==> config.mk <==
export PLATFORM = sky130hd
export DESIGN_NAME = mailbox_core_flat
export DESIGN_NICKNAME = d
export VERILOG_FILES = /design/src/rtl/mailbox_pkg.sv /design/src/rtl/mailbox_if.sv /design/src/rtl/mbox_fifo.sv /design/src/rtl/mailbox_core.sv /design/src/flat_wrapper.sv
export SDC_FILE = /design/constraint.sdc
export NUM_CORES = 1
export LEC_CHECK = 0
export CORE_UTILIZATION = 35
export DETAILED_ROUTE_END_ITERATION = 8
export PLACE_DENSITY_LB_ADDON = 0.12
export SYNTH_ARGS = -nofsm -noshare
export SYNTH_HDL_FRONTEND = slang
export SYNTH_SLANG_ARGS = --single-unit
==> constraint.sdc <==
create_clock -name clk -period 5 [get_ports clk]
set_input_delay 1 -clock clk [delete_from_list [all_inputs] [get_ports clk]]
set_output_delay 1 -clock clk [all_outputs]
set_load 0.05 [all_outputs]
==> src/rtl/mailbox_pkg.sv <==
// Shared constants and types for the inter-CPU mailbox: register offsets,
// FSM state encoding and STATUS word bit positions.
package mailbox_pkg;

  localparam logic [7:0] MB_INBOX     = 8'h00;
  localparam logic [7:0] MB_STATUS    = 8'h04;
  localparam logic [7:0] MB_SEND_BASE = 8'h40;

  typedef enum logic [1:0] {
    MB_IDLE,
    MB_EXEC,
    MB_ACK
  } mb_state_t;

  // STATUS word layout: {count at bit 8 upward, full, empty}
  localparam int ST_EMPTY_BIT = 0;
  localparam int ST_FULL_BIT  = 1;
  localparam int ST_COUNT_LSB = 8;

endpackage

==> src/rtl/mailbox_if.sv <==
// Request/response bundle between the per-CPU request mux (master) and the
// mailbox storage stage (slave).
interface mailbox_if #(
  parameter int W_WIDTH_SYS = 32,
  parameter int N_NUMB_CPU  = 4
);

  logic [N_NUMB_CPU-1:0]  req_i;
  logic [W_WIDTH_SYS-1:0] addr_i;
  logic [W_WIDTH_SYS-1:0] data_i;
  logic                   write_i;
  logic [31:0]            numb_cpu_i;
  logic [W_WIDTH_SYS-1:0] rdata_o;
  logic                   err_o;
  logic [N_NUMB_CPU-1:0]  ack_o;
  logic [N_NUMB_CPU-1:0]  irq_o;

  modport master (
    output req_i, addr_i, data_i, write_i, numb_cpu_i,
    input  rdata_o, err_o, ack_o, irq_o
  );

  modport slave (
    input  req_i, addr_i, data_i, write_i, numb_cpu_i,
    output rdata_o, err_o, ack_o, irq_o
  );

endinterface

==> src/rtl/mbox_fifo.sv <==
// Single inbox: D-deep word FIFO with occupancy count. Pointers wrap modulo D,
// so D must be a power of two.
module mbox_fifo #(
  parameter int W = 32,
  parameter int D = 8
) (
  input  logic               clk,
  input  logic               rst,
  input  logic               i_push,
  input  logic [W-1:0]       i_data,
  input  logic               i_pop,
  output logic [W-1:0]       o_data,
  output logic               o_full,
  output logic               o_empty,
  output logic [$clog2(D):0] o_count
);

  localparam int AW = $clog2(D);
  localparam logic [AW:0] CNT_FULL = (AW+1)'(D);

  logic [W-1:0]  r_mem [D];
  logic [AW-1:0] r_wr_ptr;
  logic [AW-1:0] r_rd_ptr;
  logic [AW:0]   r_count;
  logic          w_do_push;
  logic          w_do_pop;

  assign o_full    = (r_count == CNT_FULL);
  assign o_empty   = (r_count == '0);
  assign o_count   = r_count;
  assign o_data    = r_mem[r_rd_ptr];
  assign w_do_push = i_push && !o_full;
  assign w_do_pop  = i_pop && !o_empty;

  always_ff @(posedge clk) begin
    if (rst) begin
      r_wr_ptr <= '0;
      r_rd_ptr <= '0;
      r_count  <= '0;
    end else begin
      if (w_do_push) r_wr_ptr <= r_wr_ptr + 1'b1;
      if (w_do_pop)  r_rd_ptr <= r_rd_ptr + 1'b1;
      case ({w_do_push, w_do_pop})
        2'b10:   r_count <= r_count + 1'b1;
        2'b01:   r_count <= r_count - 1'b1;
        default: r_count <= r_count;
      endcase
    end
  end

  // Storage is not reset; resetting the pointers is enough to discard contents.
  always_ff @(posedge clk) begin
    if (w_do_push) r_mem[r_wr_ptr] <= i_data;
  end

endmodule

==> src/rtl/mailbox_core.sv <==
// Mailbox storage stage: accepts one arbitrated request at a time, decodes it
// against the inbox/status/send map and answers with a 4-phase per-CPU ack.
module mailbox_core
  import mailbox_pkg::*;
#(
  parameter int W_WIDTH_SYS = 32,
  parameter int N_NUMB_CPU  = 4,
  parameter int D_DEPTH     = 8
) (
  input  logic     clk,
  input  logic     rst,
  mailbox_if.slave bus
);

  localparam int W    = W_WIDTH_SYS;
  localparam int N    = N_NUMB_CPU;
  localparam int CW   = $clog2(N);
  localparam int CNTW = $clog2(D_DEPTH) + 1;

  mb_state_t     r_state, w_state_nxt;
  logic [CW-1:0] r_cpu;
  logic [W-1:0]  r_addr;
  logic [W-1:0]  r_data;
  logic          r_write;
  logic [W-1:0]  r_rdata;
  logic          r_err;
  logic [N-1:0]  r_ack;
  logic [N-1:0]  r_irq;

  logic [W-1:0]    w_fifo_data [N];
  logic [CNTW-1:0] w_count [N];
  logic [N-1:0]    w_full, w_empty, w_push, w_pop;

  logic          w_req_sel, w_req_cur;
  logic [CW-1:0] w_cpu_idx;
  logic [N-1:0]  w_cpu_oh, w_send_oh;
  logic          w_cur_empty, w_cur_full, w_send_hit, w_send_full;
  logic [CNTW-1:0] w_cur_count;
  logic [W-1:0]  w_cur_data, w_status, w_rdata;
  logic          w_err;

  for (genvar g = 0; g < N; g++) begin : g_inbox
    mbox_fifo #(.W(W), .D(D_DEPTH)) u_fifo (
      .clk     (clk),
      .rst     (rst),
      .i_push  (w_push[g]),
      .i_data  (r_data),
      .i_pop   (w_pop[g]),
      .o_data  (w_fifo_data[g]),
      .o_full  (w_full[g]),
      .o_empty (w_empty[g]),
      .o_count (w_count[g])
    );
  end

  // Out-of-range CPU indices simply never match, so they are ignored.
  always_comb begin
    w_req_sel = 1'b0;
    w_cpu_idx = '0;
    for (int k = 0; k < N; k++) begin
      if (bus.numb_cpu_i == 32'(k)) begin
        w_req_sel = bus.req_i[k];
        w_cpu_idx = CW'(k);
      end
    end
  end

  always_comb begin
    w_cpu_oh    = '0;
    w_req_cur   = 1'b0;
    w_cur_empty = 1'b1;
    w_cur_full  = 1'b0;
    w_cur_count = '0;
    w_cur_data  = '0;
    for (int k = 0; k < N; k++) begin
      if (r_cpu == CW'(k)) begin
        w_cpu_oh[k] = 1'b1;
        w_req_cur   = bus.req_i[k];
        w_cur_empty = w_empty[k];
        w_cur_full  = w_full[k];
        w_cur_count = w_count[k];
        w_cur_data  = w_fifo_data[k];
      end
    end
  end

  // Anything not explicitly legal falls through with err set and no FIFO effect.
  always_comb begin
    w_err       = 1'b1;
    w_rdata     = '0;
    w_push      = '0;
    w_pop       = '0;
    w_status    = '0;
    w_send_hit  = 1'b0;
    w_send_full = 1'b1;
    w_send_oh   = '0;
    w_status[ST_COUNT_LSB +: CNTW] = w_cur_count;
    w_status[ST_FULL_BIT]          = w_cur_full;
    w_status[ST_EMPTY_BIT]         = w_cur_empty;
    for (int k = 0; k < N; k++) begin
      if (r_addr[5:2] == 4'(k)) begin
        w_send_hit   = 1'b1;
        w_send_full  = w_full[k];
        w_send_oh[k] = 1'b1;
      end
    end
    if (r_addr[W-1:8] == '0) begin
      if (r_addr[7:0] == MB_INBOX) begin
        if (!r_write && !w_cur_empty) begin
          w_err   = 1'b0;
          w_rdata = w_cur_data;
          w_pop   = w_cpu_oh;
        end
      end else if (r_addr[7:0] == MB_STATUS) begin
        if (!r_write) begin
          w_err   = 1'b0;
          w_rdata = w_status;
        end
      end else if (r_addr[7:6] == MB_SEND_BASE[7:6] && r_addr[1:0] == 2'b00) begin
        if (r_write && w_send_hit && !w_send_full) begin
          w_err  = 1'b0;
          w_push = w_send_oh;
        end
      end
    end
    if (r_state != MB_EXEC) begin
      w_push = '0;
      w_pop  = '0;
    end
  end

  always_comb begin
    w_state_nxt = r_state;
    case (r_state)
      MB_IDLE: if (w_req_sel) w_state_nxt = MB_EXEC;
      MB_EXEC: w_state_nxt = MB_ACK;
      MB_ACK:  if (!w_req_cur) w_state_nxt = MB_IDLE;
      default: w_state_nxt = MB_IDLE;
    endcase
  end

  always_ff @(posedge clk) begin
    if (rst) begin
      r_state <= MB_IDLE;
      r_cpu   <= '0;
      r_addr  <= '0;
      r_data  <= '0;
      r_write <= 1'b0;
      r_rdata <= '0;
      r_err   <= 1'b0;
      r_ack   <= '0;
      r_irq   <= '0;
    end else begin
      r_state <= w_state_nxt;
      r_irq   <= ~w_empty;
      if (r_state == MB_IDLE && w_req_sel) begin
        r_cpu   <= w_cpu_idx;
        r_addr  <= bus.addr_i;
        r_data  <= bus.data_i;
        r_write <= bus.write_i;
      end
      if (r_state == MB_EXEC) begin
        r_rdata <= w_rdata;
        r_err   <= w_err;
        r_ack   <= w_cpu_oh;
      end else if (r_state == MB_ACK && !w_req_cur) begin
        r_ack <= '0;
      end
    end
  end

  assign bus.rdata_o = r_rdata;
  assign bus.err_o   = r_err;
  assign bus.ack_o   = r_ack;
  assign bus.irq_o   = r_irq;

endmodule

==> src/flat_wrapper.sv <==
// flat-port wrapper written by rule: the top's interface ports become plain ports
module mailbox_core_flat import mailbox_pkg::*;
#(
  parameter int W_WIDTH_SYS = 32,
  parameter int N_NUMB_CPU  = 4,
  parameter int D_DEPTH     = 8
)
  (clk, rst, bus_req_i, bus_addr_i, bus_data_i, bus_write_i, bus_numb_cpu_i, bus_rdata_o, bus_err_o, bus_ack_o, bus_irq_o);
  mailbox_if #(.W_WIDTH_SYS(W_WIDTH_SYS), .N_NUMB_CPU(N_NUMB_CPU)) bus_i ();
  input  logic clk;
  input  logic rst;
  input wire logic [$bits(bus_i.req_i)-1:0] bus_req_i;
  input wire logic [$bits(bus_i.addr_i)-1:0] bus_addr_i;
  input wire logic [$bits(bus_i.data_i)-1:0] bus_data_i;
  input wire logic [$bits(bus_i.write_i)-1:0] bus_write_i;
  input wire logic [$bits(bus_i.numb_cpu_i)-1:0] bus_numb_cpu_i;
  output wire logic [$bits(bus_i.rdata_o)-1:0] bus_rdata_o;
  output wire logic [$bits(bus_i.err_o)-1:0] bus_err_o;
  output wire logic [$bits(bus_i.ack_o)-1:0] bus_ack_o;
  output wire logic [$bits(bus_i.irq_o)-1:0] bus_irq_o;
  assign bus_i.req_i = bus_req_i;
  assign bus_i.addr_i = bus_addr_i;
  assign bus_i.data_i = bus_data_i;
  assign bus_i.write_i = bus_write_i;
  assign bus_i.numb_cpu_i = bus_numb_cpu_i;
  assign bus_rdata_o = bus_i.rdata_o;
  assign bus_err_o = bus_i.err_o;
  assign bus_ack_o = bus_i.ack_o;
  assign bus_irq_o = bus_i.irq_o;
  mailbox_core #(.W_WIDTH_SYS(W_WIDTH_SYS), .N_NUMB_CPU(N_NUMB_CPU), .D_DEPTH(D_DEPTH)) u_core (.clk(clk), .rst(rst), .bus(bus_i));
endmodule
# Word level (Yosys, flattened, before mapping)
# Memories as Yosys holds them, arrays and structs flattened. A register that Yosys moved wholly into a read port is not among the register bits.
# Cells that the tools add are included.
# totals
register_bits	150
mem_bits_rw	1024
inputBits	103
out_inout_bits	41
elab_cells	202
mem_count	4
# memory_table
memory	depth	word_bits	rd	rd_ports_with_merged_regs	write_ports	line_no	source
u_core.g_inbox[0].u_fifo.r_mem	8	32	1	1	1	mbox_fifo.sv:21	logic [W-1:0] r_mem [D];
u_core.g_inbox[1].u_fifo.r_mem	8	32	1	1	1	mbox_fifo.sv:21	
u_core.g_inbox[2].u_fifo.r_mem	8	32	1	1	1	mbox_fifo.sv:21	
u_core.g_inbox[3].u_fifo.r_mem	8	32	1	1	1	mbox_fifo.sv:21	
# classes
addsub	16
n_eq_ne	28
n_mux	89
bitwise	1
reduce_logical	43
# ops
operator	count
32-bit two-way mux	8
32-bit by 2-bit equality test with 1-bit output (second input constant)	2
4-bit two-way mux	16
1-bit two-way mux	47
32-bit by 1-bit equality test with 1-bit output (second input constant)	1
32-bit logical NOT	1
4-bit one-hot mux with 2 select lines	4
3-bit by 1-bit adder with 3-bit output (second input constant)	8
24-bit logical NOT	1
3-bit two-way mux	8
4-bit logical NOT	5
4-bit by 1-bit adder with 4-bit output (second input constant)	4
4-bit equality test (second input constant)	4
4-bit by 1-bit subtractor with 4-bit output (second input constant)	4
2-bit by 1-bit equality test with 1-bit output (second input constant)	7
2-bit equality test (second input constant)	7
1-bit logical AND	14
1-bit logical NOT	12
12-bit two-way mux	1
2-bit nonzero test	5
4-bit by 2-bit equality test with 1-bit output (second input constant)	2
8-bit by 3-bit equality test with 1-bit output (second input constant)	1
8-bit logical NOT	1
2-bit two-way mux	4
other kinds (7)	10

# Longest topological paths before layout
# depth
depth_word	16
mapped_depth	14

# By module
# Synthesis repeated with hierarchy kept, for this count alone.
# hier_totals
cells_unflattened	2258
hier_area_um2	47311.6
# modules_own_cells
module	instances	cells_per_inst	area_each_um2	seq_area_each_um2
mbox_fifo (u_core.g_inbox[1].u_fifo ...)	2	444	10582.6	7947.6
mbox_fifo (u_core.g_inbox[0].u_fifo ...)	2	444	10516.3	7947.6
mailbox_core	1	482	5113.7	2202.1

# Worst setup path after synthesis
# OpenSTA, ideal clock, no wires.
# synth_path
kind	flip-flop to flip-flop
from	register u_core.r_addr[8]
to	memory u_core.g_inbox[0].u_fifo.r_mem[1][0] (enable)
arrival_time_ps	4873
path_slack_ps	-386
stages_incl_launch_ff	7
n_path_buf	1
period_less_slack_ps	5386
path_cell_list	dfxtp_1 -> nor4_1 -> nand4_2 -> nor3_4 -> buf_6 -> nand2_4 -> nor4b_1
# synth_via
elab_chain_cells	6
# synth_lines
item	line_no	source
start, declared	mailbox_core.sv:22	logic [W-1:0] r_addr;
start signal, assigned	mailbox_core.sv:158	r_addr <= bus.addr_i;
24-bit logical NOT	mailbox_core.sv:107	if (r_addr[W-1:8] == '0) begin
4-bit two-way mux	mailbox_core.sv:107	
4-bit two-way mux	mailbox_core.sv:126	if (r_state != MB_EXEC) begin
1-bit logical AND	mbox_fifo.sv:32	assign w_do_push = i_push && !o_full;
1-bit two-way mux	mbox_fifo.sv:53	if (w_do_push) r_mem[r_wr_ptr] <= i_data;
1-bit two-way mux (not written as such)	mbox_fifo.sv:53	
end, declared	mbox_fifo.sv:21	
# No other way between the ends.

# Final worst setup path
# layout_path
from	register u_core.g_inbox[0].u_fifo.r_count[0]
to	register u_core.g_inbox[2].u_fifo.r_count[2]
# layout_via
word_cells_on_any_way	30
# layout_lines
item	line_no	source
start, declared	mbox_fifo.sv:24	logic [AW:0] r_count;
start signal, assigned	mbox_fifo.sv:44	2'b10: r_count <= r_count + 1'b1;
start signal, assigned	mbox_fifo.sv:45	2'b01: r_count <= r_count - 1'b1;
start signal, assigned	mbox_fifo.sv:46	default: r_count <= r_count;
4-bit logical NOT (*)	mbox_fifo.sv:29	assign o_empty = (r_count == '0);
1-bit two-way mux (*) (4 in series)	mailbox_core.sv:76	if (r_cpu == CW'(k)) begin
1-bit logical NOT (*)	mailbox_core.sv:109	if (!r_write && !w_cur_empty) begin
1-bit logical AND (*)	mailbox_core.sv:109	
4-bit two-way mux (*)	mailbox_core.sv:109	
4-bit two-way mux (*)	mailbox_core.sv:108	if (r_addr[7:0] == MB_INBOX) begin
4-bit two-way mux (*)	mailbox_core.sv:107	
4-bit two-way mux (*)	mailbox_core.sv:126	
1-bit logical AND (*)	mbox_fifo.sv:33	assign w_do_pop = i_pop && !o_empty;
named net u_core.g_inbox[2].u_fifo.w_do_pop	mbox_fifo.sv:26	logic w_do_pop;
2-bit by 1-bit equality test with 1-bit output or 2-bit equality test (tied branches)	mbox_fifo.sv:43	case ({w_do_push, w_do_pop})
4-bit one-hot mux with 2 select lines or 2-bit nonzero test (tied branches)	--	
end signal, assigned	mbox_fifo.sv:44	
end signal, assigned	mbox_fifo.sv:45	
end signal, assigned	mbox_fifo.sv:46	
end, declared	mbox_fifo.sv:24	
# The timed path passes the listed nets; every way through them passes the cells marked *.
# A chain may end at the register's enable or synchronous reset.

==> results.rst <==
.. list-table::
   :header-rows: 1

   * - Metric
     - Value
   * - Destination of the critical timing path
     - u_core.g_inbox[2].u_fifo.o_count[2]
   * - Buffer depth of the longest clock path
     - 3
   * - Count of standard-cell rows
     - 132
   * - Layout-stage area growth over the synthesis result
     - 18.00%
   * - Count of H-tree levels built during CTS
     - 4
   * - Clock-pin transition on the worst setup and hold timing paths
     - ~60 ps
   * - Sequence of cells on the critical path
     - nor4_1 -> a22oi_1 -> and4_1 -> nand3_2 -> inv_1 -> ha_1 -> xor2_1 -> ha_1 -> a21oi_1 -> xor2_1 -> or3_1 -> a21oi_1
   * - Number of maximum-capacitance violations
     - 0
   * - Power, Total
     - between 20000 and 25000 µW
   * - Clk_skew
     - 39.15 ps
   * - Post-CTS resize count
     - 0
   * - Period utilisation layout
     - between 70% and 80%
   * - Worst voltage drop across the vdd grid
     - roughly 0.29 mV
   * - Start-to-end type of the worst setup path
     - flop to flop
   * - Tot GR Track Use
     - ~20%
   * - Area of all placed cells without fillers
     - roughly 54000 µm²
   * - Clock latency reported for the late side of the worst-skew pair
     - 760 ps
   * - Cell depth of the worst flop-to-flop path
     - 12
   * - Nets in the synthesized netlist
     - approximately 2600
   * - Share of power burned in the clock network
     - between 40% and 50%
   * - Pins Over Slew Limit
     - 0
   * - Startpoint types
     - flop
   * - Count of mapped cells out of synthesis
     - 2515
   * - TritonCTS clock tree
     - built
   * - Total routed wirelength
     - between 100000 and 150000 µm
   * - Total DRC errors in the routed layout
     - 0
   * - Prevailing post-synth register cell
     - sky130_fd_sc_hd__edfxtp_1
   * - R2r endpoint
     - u_core.g_inbox[2].u_fifo.o_count[2]
   * - Iteration count of the initial detailed-routing pass
     - 7
   * - Post-detail-place hpwl
     - approximately 77000 µm
   * - Post-synthesis cell type with the largest combined area
     - sky130_fd_sc_hd__edfxtp_1
   * - Clock net sink count
     - between 1000 and 1500
   * - Final Hold Vio Count
     - 0
   * - Yosys warning total
     - 0
   * - Switch share
     - just under 20%
   * - Flip-flop and latch count after synthesis
     - roughly 1200
   * - Number of buffers inserted by port buffering
     - around 140
   * - Max stage delay cell, worst path
     - sky130_fd_sc_hd__nor4_1
   * - Switching power
     - between 3000 and 4000 µW
   * - Number of distinct standard cells referenced by the synthesized netlist
     - 65
   * - Crit end category
     - flop
   * - Data arrival time of the critical path
     - ~4500 ps
   * - Cell with the most instances after synthesis
     - sky130_fd_sc_hd__edfxtp_1
   * - Slew Limit Headroom
     - 12.43%
   * - Lkg Pwr
     - 0.01935 µW
   * - Number of antenna cells inserted
     - 0
   * - Cell internal power dissipation
     - ~16000 µW
   * - Maximum achievable frequency
     - 263.5 MHz
   * - Portion of the post-synthesis area used by sequential elements
     - between 70% and 80%
   * - Number of vias per cell after detailed routing
     - between 5 and 6
   * - Worst r2r src
     - u_core.g_inbox[0].u_fifo.o_count[0]
   * - Required time reported for the critical path endpoint
     - 5660 ps
   * - Worst-Margin Slew
     - about 1300 ps
   * - Aggregate global routing overflow
     - 0
   * - Ys async rst share
     - 0%
   * - Total number of nets in the final design
     - around 2900
   * - Core Area
     - about 130000 µm²
   * - Height of the die
     - ~360 µm
   * - Setup Buffers After CTS
     - 0
   * - Sequential group share of total power
     - 52.7%
   * - Worst setup slack for register-to-register paths
     - between 1000 and 1500 ps
   * - Critical-path maximum fanout
     - 11
   * - Number of antenna violations at the first check in global routing
     - 2
   * - Number of antenna-violating nets in the routed design
     - 0
   * - Unrepaired setup endpoints after global routing
     - false
   * - Share of cells above drive strength 1
     - a little over a fifth
   * - Number of CTS-inserted buffers
     - about 130
   * - Clock root buffer master
     - sky130_fd_sc_hd__clkbuf_16
   * - Synth top area share
     - between 60 and 70%
   * - 1st-iter DRT viols
     - roughly 2400
   * - Avg WL per Cell
     - approximately 28 µm
   * - Number of enable flip-flop cells after synthesis
     - just over 1000
   * - Top-level port count
     - 144
   * - Routability-driven placement congestion ratio
     - roughly 0.8
   * - Global-route wire length before repair
     - around 180000 µm
   * - Cells taking the most area after synthesis
     - sky130_fd_sc_hd__edfxtp_1, sky130_fd_sc_hd__mux4_2, sky130_fd_sc_hd__dfxtp_1
   * - Part of the total power dissipated in combinational logic
     - 0.6%
   * - Number of global-route vias before repair
     - around 26000
   * - Run status
     - finished, final reports clean
   * - Area post-placement
     - between 40000 and 50000 µm²
   * - Period minus WS final
     - between 3000 and 4000 ps
   * - Count of endpoints failing setup in the final report
     - 0
   * - Worst path max stage delay
     - approximately 860 ps
   * - Synth Cell Area
     - ~46000 µm²
   * - Pwr dens
     - between 300 and 400 nW/µm²
   * - Largest net degree at the start of global routing
     - between 60 and 70
   * - Top cell types by occurrence after synthesis
     - sky130_fd_sc_hd__edfxtp_1, sky130_fd_sc_hd__mux4_2, sky130_fd_sc_hd__nand2_1, sky130_fd_sc_hd__dfxtp_1, sky130_fd_sc_hd__a21oi_1
   * - Die outline area
     - 132000 µm²
   * - Hold WC Path Type
     - flop to flop
   * - Setup crit start
     - u_core.g_inbox[0].u_fifo.o_count[0]
   * - Vias after detailed routing
     - between 20000 and 25000
   * - Cts hold-fix bufs
     - 0
   * - X dimension of the die
     - about 360 µm
   * - Post-Route Setup TNS
     - 0 ps
   * - Starting density of the core
     - between 30% and 40%
   * - Syn Area/Cell
     - 18.17 µm²
-- metal layers --
layer  global-route usage, %  routed length [µm]  vias to the layer above
li1                        -                   -                    10640
met1                   27.44               58230                    13100
met2                   31.19               60480                      735
met3                   3.549                6919                      150
met4                   5.402                2644                        0
met5                       0                   0                        -
-- worst min-delay path by stage --
stage / startpoint / to / slack [ps] / cells after the start
finish: u_core.r_addr[18] / u_core.r_addr[18] / 460 / 2
global route: u_core.r_addr[30] / u_core.r_addr[30] / 480 / 2
CTS: u_core.r_addr[18] / u_core.r_addr[18] / 460 / 2
detailed placement: u_core.r_addr[18] / u_core.r_addr[18] / 450 / 2
global placement: u_core.r_addr[8] / u_core.r_addr[8] / 440 / 2
floorplan: u_core.r_addr[11] / u_core.r_addr[11] / 440 / 2
-- placed cells by master (no fill, tap or decap), drive strengths merged, types with 23 or more instances in the layout --
cell type | netlist | routed
edfxtp | 1024 | 1024
mux4 | 190 | 190
clkbuf | 71 | 187
nand2 | 169 | 169
dfxtp | 162 | 162
clkdlybuf4s50 | 0 | 142
buf | 72 | 94
a21oi | 91 | 91
mux2 | 88 | 88
mux2i | 82 | 82
nor2 | 77 | 77
a22oi | 59 | 59
o22ai | 49 | 49
clkinv | 0 | 40
nand4 | 37 | 37
o21ai | 34 | 34
or3 | 32 | 32
a221oi | 27 | 27
a22o | 26 | 26
nor4 | 23 | 23
-- through the flow --
step | instances | utilization [%] | setup WS [ps] | hold slack (ps)
finish | 4589 | 41.64 | 1204 | 455.4
global route | 4589 | 41.64 | 949.8 | 480.1
CTS | 4589 | 41.64 | 1235 | 456.2
detailed placement | 4350 | 38.41 | 1161 | 448.2
global placement | 4350 | 38.41 | 1173 | 443.2
floorplan | 2515 | - | -285.2 | 436.0
-- critical path, delay by kind of cell (launching register included) --
kind | cells | cell delay (ps)
compound gates | 3 | 630
flops | 1 | 400
xor+xnor | 2 | 280
simple gates | 4 | 1850
fa+ha+maj | 2 | 460
buf+inv | 1 | 80
-- layout make-up --
cell class,count,area [µm²]
flip-flops and latches,1186,34020
multi-input cells,1178,11260
repair buffers,236,2240
clock buffers,187,3761
inverters,8,30.03
fillers,11580,75570
clock inverters,52,424.2
well taps,1742,2180
-- cells by family after synthesis --
kind of cell / after synthesis / synth area share (%)
compound gates: 321 / 4.658
xor+xnor: 26 / 0.4984
fa+ha+maj: 20 / 0.5477
buf+inv: 151 / 1.534
flops: 1186 / 74.40
mux: 360 / 13.33
simple gates: 451 / 5.033
-- power groups by stage --
stage	clock, µW	combinational, µW	sequential (µW)
finish	9370	118	10600
detailed placement	0	119	10800
floorplan	0	21.4	10800
global placement	0	118	10800
global route	9970	125	10600
CTS	9590	120	10600
-- flip-flops by register name, summed over array words and instances (netlist names), 4 cells and up, named ones only --
name	flops
u_core.g_inbox.u_fifo.r_rd_ptr	12
u_core.bus.ack_o	4
u_core.r_data	32
u_core.g_inbox.u_fifo.o_count	16
u_core.g_inbox.u_fifo.r_wr_ptr	12
u_core.r_addr	32
u_core.bus.rdata_o	32
u_core.g_inbox.u_fifo.r_mem	1024
u_core.bus.irq_o	4
(Power assumes the default switching activity.)
